File: config.mk
export PLATFORM = sky130hd
export DESIGN_NAME = clk_div_prog
export DESIGN_NICKNAME = d
export VERILOG_FILES = /design/src/rtl/clk_div_prog.sv
export SDC_FILE = /design/constraint.sdc
export NUM_CORES = 1
export LEC_CHECK = 0
export ABC_AREA = 0
export BUFFER_PORTS_ARGS = -buffer_cell sky130_fd_sc_hd__buf_4
export CAP_MARGIN = 25
export CORE_MARGIN = 1.5
export CORE_UTILIZATION = 36
export CTS_CLUSTER_DIAMETER = 120
export CTS_CLUSTER_SIZE = 10
export DETAILED_ROUTE_END_ITERATION = 10
export PLACE_DENSITY_LB_ADDON = 0.05
export REMOVE_ABC_BUFFERS = 1
export SETUP_SLACK_MARGIN = 0.02
export SKIP_LAST_GASP = 1
export SYNTH_ARGS = -nofsm -noshare
export SYNTH_HDL_FRONTEND = slang
export SYNTH_SLANG_ARGS = --single-unit
File: constraint.sdc
create_clock -name CLKIN -period 9.8 [get_ports CLKIN]
set_input_delay 1.96 -clock CLKIN [delete_from_list [all_inputs] [get_ports CLKIN]]
set_output_delay 1.96 -clock CLKIN [all_outputs]
set_load 0.05 [all_outputs]
File: src/rtl/clk_div_prog.sv
// clk_div_prog: runtime-programmable clock divider (ratio 2..2^WIDTH-1).
// CLKDV is low for LO=ceil(N/2) cycles, then high for HI=floor(N/2) cycles.
// New ratios are held pending and take effect only at a period boundary,
// so CLKDV never produces a runt pulse.
// Optional feature macro: CLK_DIV_TICK_EN adds a TICK output, a one-cycle
// pulse in the CLKIN domain that coincides with each CLKDV rise.
module clk_div_prog #(
    parameter int WIDTH       = 8,
    parameter int DEFAULT_DIV = 14
) (
    input  logic             CLKIN,
    input  logic             RST,
    input  logic             EN,
    input  logic [WIDTH-1:0] DIV_IN,
    input  logic             DIV_LD,
    output logic             CLKDV,
    output logic [WIDTH-1:0] DIV_CUR,
    output logic             PEND,
    output logic             DIV_ERR
`ifdef CLK_DIV_TICK_EN
   ,output logic             TICK
`endif
);

    localparam logic [WIDTH-1:0] ONE = WIDTH'(1);
    localparam logic [WIDTH-1:0] TWO = WIDTH'(2);
    localparam logic [WIDTH-1:0] DIV_RST = (DEFAULT_DIV < 2) ? TWO : WIDTH'(DEFAULT_DIV);

    logic [WIDTH-1:0] cnt;
    logic [WIDTH-1:0] cnt_next;
    logic [WIDTH-1:0] pend_val;
    logic [WIDTH-1:0] lo;
    logic [WIDTH-1:0] ld_val;
    logic             ld_bad;
    logic             wrap;

    // Counter next value, low-phase length and clamped load value.
    // LO is formed as (N>>1)+N[0] so it cannot overflow WIDTH bits.
    always_comb begin
        wrap     = (cnt == (DIV_CUR - ONE));
        cnt_next = wrap ? '0 : (cnt + ONE);
        lo       = (DIV_CUR >> 1) + {{(WIDTH-1){1'b0}}, DIV_CUR[0]};
        ld_bad   = (DIV_IN < TWO);
        ld_val   = ld_bad ? TWO : DIV_IN;
    end

    // Counter, divided clock, ratio load/apply and sticky clamp flag.
    always_ff @(posedge CLKIN) begin
        if (RST) begin
            cnt      <= '0;
            CLKDV    <= 1'b0;
            DIV_CUR  <= DIV_RST;
            pend_val <= DIV_RST;
            PEND     <= 1'b0;
            DIV_ERR  <= 1'b0;
        end else begin
            if (DIV_LD && ld_bad)
                DIV_ERR <= 1'b1;
            if (EN) begin
                cnt   <= cnt_next;
                CLKDV <= (cnt_next >= lo);
            end
            // A load coinciding with an enabled wrap bypasses the pending
            // register and is newer than any value already pending.
            if (EN && wrap && DIV_LD) begin
                DIV_CUR <= ld_val;
                PEND    <= 1'b0;
            end else if (EN && wrap && PEND) begin
                DIV_CUR <= pend_val;
                PEND    <= 1'b0;
            end else if (DIV_LD) begin
                pend_val <= ld_val;
                PEND     <= 1'b1;
            end
        end
    end

`ifdef CLK_DIV_TICK_EN
    // Clock-enable pulse aligned with the edge on which CLKDV rises.
    always_ff @(posedge CLKIN) begin
        if (RST)
            TICK <= 1'b0;
        else
            TICK <= EN && (cnt_next == lo);
    end
`endif

endmodule
---- Yosys cells after proc, flatten, opt, wreduce, memory -nomap -nowiden ----
Cells that the tools add are included.
operators by class
  reductions and logical operators ........ 7
  equal/unequal tests ..................... 1
  add/sub/neg operators ................... 3
  multiply operators ...................... 0
  multiplexer cells ....................... 4
  bitwise operators ....................... 2
  shifts and indexed selects .............. 0
  div/mod/pow operators ................... 0
  order comparisons ....................... 2
operators by type and width
  operator                                                    count
  two-way mux 8 bit                                           4
  adder 7 x 1 -> 8 bit                                        1
  adder 8 x 1 -> 8 bit, second input constant                 1
  equality test 8 bit                                         1
  greater-or-equal comparator 8 bit                           1
  less-than comparator 8 x 2 -> 1 bit, second input constant  1
  subtractor 8 x 1 -> 8 bit, second input constant            1
  logical AND 1 bit                                           4
  AND reduction 3 bit                                         1
  OR reduction 3 bit                                          1
  NOT 1 bit                                                   2
  nonzero test 2 bit                                          1
storage, ports and cells
  output and inout port bits .............. 11
  logic and storage cells ................. 25
  memory bits (read-only) ................. 0
  memories ................................ 0
  input port bits ......................... 12
  bits in latches ......................... 0
  memory bits (writable) .................. 0
  flip-flop bits (word level) ............. 27

---- Logic depth before layout (Yosys ltp) ----
  word-level depth ........................ 6
  mapped depth ............................ 16
  depth with buffers taken out ............ 14

---- Worst setup path before layout ----
No wires, ideal clock.
  path kind ............................... reg-to-reg
  start ................................... register DIV_CUR[0]
  end ..................................... register CLKDV
  clock period less this slack ............ 3.947 ns
  arrival time ............................ 3.815 ns
  buffers on the path ..................... 2
  slack ................................... 5.853 ns
  stages on the path, launching flop included .. 17
  data required time ...................... 9.668 ns
  library setup time ...................... 0.132 ns
  cells stage by stage .................... dfxtp_1 -> inv_1 -> ha_1 -> clkbuf_1 -> nor2b_1 -> or3_1 -> a31o_2 -> a211oi_1 -> buf_4 -> or2_2 -> ha_1 -> nand2b_1 -> a21o_1 -> a21o_1 -> a21oi_1 -> o311a_1 -> nor3_1
between the ends
  word-level cells in the longest chain between the ends .. 4
  elaborated cells on any way between the ends .. 5
  classes of those cells .................. add/sub (2); order compare (1); eq/ne (1); mux (1)
RTL lines
  item                                   line  source
  start, declared                        17    output logic [WIDTH-1:0] DIV_CUR,
  start signal, assigned                 66    DIV_CUR <= ld_val;
  start signal, assigned                 69    DIV_CUR <= pend_val;
  subtractor 8 x 1 -> 8 bit              40    wrap = (cnt == (DIV_CUR - ONE));
  equality test 8 bit                    40
  two-way mux 8 bit                      41    cnt_next = wrap ? '0 : (cnt + ONE);
  greater-or-equal comparator 8 bit (*)  61    CLKDV <= (cnt_next >= lo);
  end signal, assigned                   61
  end, declared                          16    output logic CLKDV,
Every way passes the cells marked *; elsewhere a longest branch is shown, timed or not.
A chain may end at the register's enable or synchronous reset.

---- Worst setup path after layout ----
Same ends and word-level chain as after synthesis.

==> results.txt <==
The count of distinct cell types in the synthesized netlist came out at 43. The highest signal layer in the routed design is met4. The synthesized netlist occupies a cell area of 1920 um^2. The flow ran to the end, and the final reports show no timing, DRC or antenna violations.

At the worst endpoint, the arrival time is 3680 ps. The share of the clock period used by the worst path is 0.358. Clock-pin slew was measured on the worst setup and hold paths at 110 ps.

The number of antenna diodes in the final layout is 0. The wire length reported by the detailed router is 4.59 mm. The synthesis-stage register bit count came out at 27. The commonest cells after synthesis are nand2_1, dfxtp_1, a21oi_1. The boundary pin count is 23. The part of the total power dissipated in sequential elements is 0.548. The net switching power figure is 0.0587 mW. The shortest clock period the worst path allows after layout came out at 3510 ps. The met3 wirelength from detailed routing is 112 um. The worst IR drop on VDD is 62.8 uV. By startpoint and endpoint, the worst setup path is classified as register to register. The post-synthesis async set-or-reset flop share is 0. The synthesized instance count came out at 251. The iteration-0 DRC count of the detailed router came out at 65. The layout net count is 287. The share of total power in combinational logic is 0.114.

At the later pin of the worst-skew pair, clock insertion delay measures 280 ps. The pin count of the biggest net entering global routing is 31. The count of filler cells inserted in the layout is 576. The worst slew slack as a fraction of its limit is 0.425.

The area taken by multi-input logic gates came out at 1270 um^2. Of the total power, the clock network draws 0.338. The number of gates given a new drive strength after cts came out at 0. For this run, the detailed router's first-pass iteration total came to 4. The number of flops mapped to enable cells by yosys is 0. The maximum clock frequency came out at 285 MHz. The area share of and/or/nand/nor cells after synthesis came out at 0.261. The overflow left after global routing is 0. Of the total power, the share spent switching nets is 0.277. The sequential cell area is 541 um^2. The number of H-tree branching levels is 1.

The synthesized design spends more area on one cell type than any other, namely dfxtp_1. The placeable core region is 5140 um^2. The synthesized-area fraction occupied by ao, oa, aoi and oai cells is 0.244. The clock passes through at most 2 buffers.

The number of max-slew violations in the final report was 0. Across all hold checks on the routed design, the worst slack comes to 480 ps. The max-capacitance violation count is 0. For this block, the via count after detailed routing is 1,706. The total of buffers placed on input and output ports came out at 22. Measured on the finished design, the core utilization comes to 0.418. The type of the most critical hold path is register to register. The detailed-route wire length per cell came out at 13.8 um. The via count of the first global-routing pass was 1,656. The number of antenna violations at the first check in global routing came out at 0.

Setup repair after global routing left no endpoint under its margin. The root cell of the clock tree is clkbuf_8. The post-route met1 wirelength is 2.32 mm. The actual slew at the worst max-slew pin is 862 ps. The top-area cell type share of the netlist area came out at 0.281. The number of remaining DRC errors came out at 0. The number of clock buffers inserted by TritonCTS is 3. The fraction of layout cells with a size suffix above 1 came out at 0.134.

By instance count, the leading cell after synthesis is nand2_1. The power density relative to cell area is 98.5 nW/um^2. Among all flip-flop cells after synthesis, the most frequent one is dfxtp_1. The number of setup buffers added after CTS is 0. The half-perimeter wire length after detailed placement came out at 3.22 mm. The internal power of the cells is 0.153 mW. For this configuration, the core starts out at a cell density of 0.374.

The signed area change from the synthesized netlist to the final layout is 11.8%. The synthesized-area fraction occupied by xor and xnor cells is 0.0684. After detailed routing, the number of vias per cell comes to 5.14. The overall power of the completed layout is 0.212 mW.

The count of final hold-check violations is 0. The first global-routing pass estimated 7.95 mm of wire. The worst clock skew is 1.96 ps. The category of the worst setup path capture point is a register. The worst endpoint required time is 9970 ps. For this design the static power due to leakage is 0.848 nW. The worst setup path is launched from a register. The die covers 5780 um^2.

The final estimated routing congestion in global placement is 0.750. The total clock sinks is 27. The proportion of synthesized area in mux cells is 0.0104. The die span in x came out at 76.0 um.

From bottom edge to top edge, the die measures 76.0 um. The adder-cell area share of the yosys netlist is 0.0782. In the global route stage, overall resource usage came out at 0.168. The dominant combinational cell family by area after synthesis is simple AND/OR/NAND/NOR gates. The post-detailed-route count of antenna-violating nets is 0.

By area the synthesized netlist is led by dfxtp_1, ha_1, nand2_1. The final number of setup-violating endpoints is 0. The aggregate negative setup slack is 0 ps. The CTS tree is done. The total met2 wirelength after detailed routing came out at 2.13 mm. The floorplan row count is 26.

The share of the yosys chip area belonging to registers is 0.281. The maximum fanout count along the critical path is 16. The number of synthesis warnings came out at 0.

The count of hold buffers inserted by post-cts repair is 0. The post-synthesis area per instance came out at 7.65 um^2.
-- power by group through the flow --
stage	Combinational [mW]	Sequential [mW]	Clock (mW)
floorplan	0.0116	0.119	0
global placement	0.0240	0.118	0
detailed placement	0.0240	0.118	0
CTS	0.0241	0.116	0.0763
global route	0.0270	0.117	0.0798
finish	0.0240	0.116	0.0716
-- layout make-up --
cell class | count | share of cell area
repair buffers | 23 | 0.0804
well taps | 70 | 0.0408
inverters | 7 | 0.0122
flip-flops and latches | 27 | 0.252
clock inverters | 1 | 0.00408
multi-input cells | 201 | 0.591
clock buffers | 3 | 0.0192
-- metal layers --
layer / GRT usage / vias up
met2: 0.294 / 27
li1: - / 910
met1: 0.216 / 767
met3: 0.0251 / 2
met5: 0 / -
met4: 0.0444 / 0
-- cells by family after synthesis --
group,Yosys count
buffers and inverters,23
AO/OA/AOI/OAI,72
XOR/XNOR,15
multiplexers,2
AND/OR/NAND/NOR,100
flip-flops,27
adder cells (fa/ha/maj),12
-- sequential cells by signal (all words and copies together), names as in the netlist --
register / flops
PEND: 1
DIV_ERR: 1
CLKDV: 1
DIV_CUR: 8
cnt: 8
pend_val: 8
-- metrics by stage --
step,area [um^2],setup WS [ps],std cells
floorplan,1840,5590,235
finish,2150,6290,332
detailed placement,2100,6040,328
global placement,2100,6080,328
global route,2150,6030,332
CTS,2150,6250,332
-- final timing paths --
check	start	to	slack, ps	depth (start not counted)
worst max-delay path	DIV_CUR[0]$_SDFFE_PP0P_	CLKDV$_SDFFE_PP0P_	6290	15
worst min-delay path	pend_val[0]$_SDFFE_PP0P_	pend_val[0]$_SDFFE_PP0P_	480	2
worst max register to register	DIV_CUR[0]$_SDFFE_PP0P_	CLKDV$_SDFFE_PP0P_	6290	15
worst min register to register	pend_val[0]$_SDFFE_PP0P_	pend_val[0]$_SDFFE_PP0P_	480	2
-- critical path, cell delays in order (launching register included) --
cell,delay [ps]
dfxtp_1,510
inv_1,110
ha_1,310
nor2b_1,160
or3_1,350
a31o_2,270
a211oi_1,210
buf_4,250
or2_2,140
ha_1,210
nand2b_1,140
a21o_1,170
a21o_1,180
a21oi_1,160
o311a_1,180
nor3_1,40
-- cell usage in the layout, fill, tap and decap left out, types with 5 or more instances in the layout --
cell type / n
nand2_1: 34
dfxtp_1: 27
a21oi_1: 24
buf_4: 23
o21ai_0: 20
nor2_1: 16
nand3_1: 13
ha_1: 12
xor2_1: 10
a21o_1: 9
nand2b_1: 7
or3_1: 7
inv_1: 7
xnor2_1: 5
nor3_1: 5
Note: power is estimated with default switching activity, not from simulation.
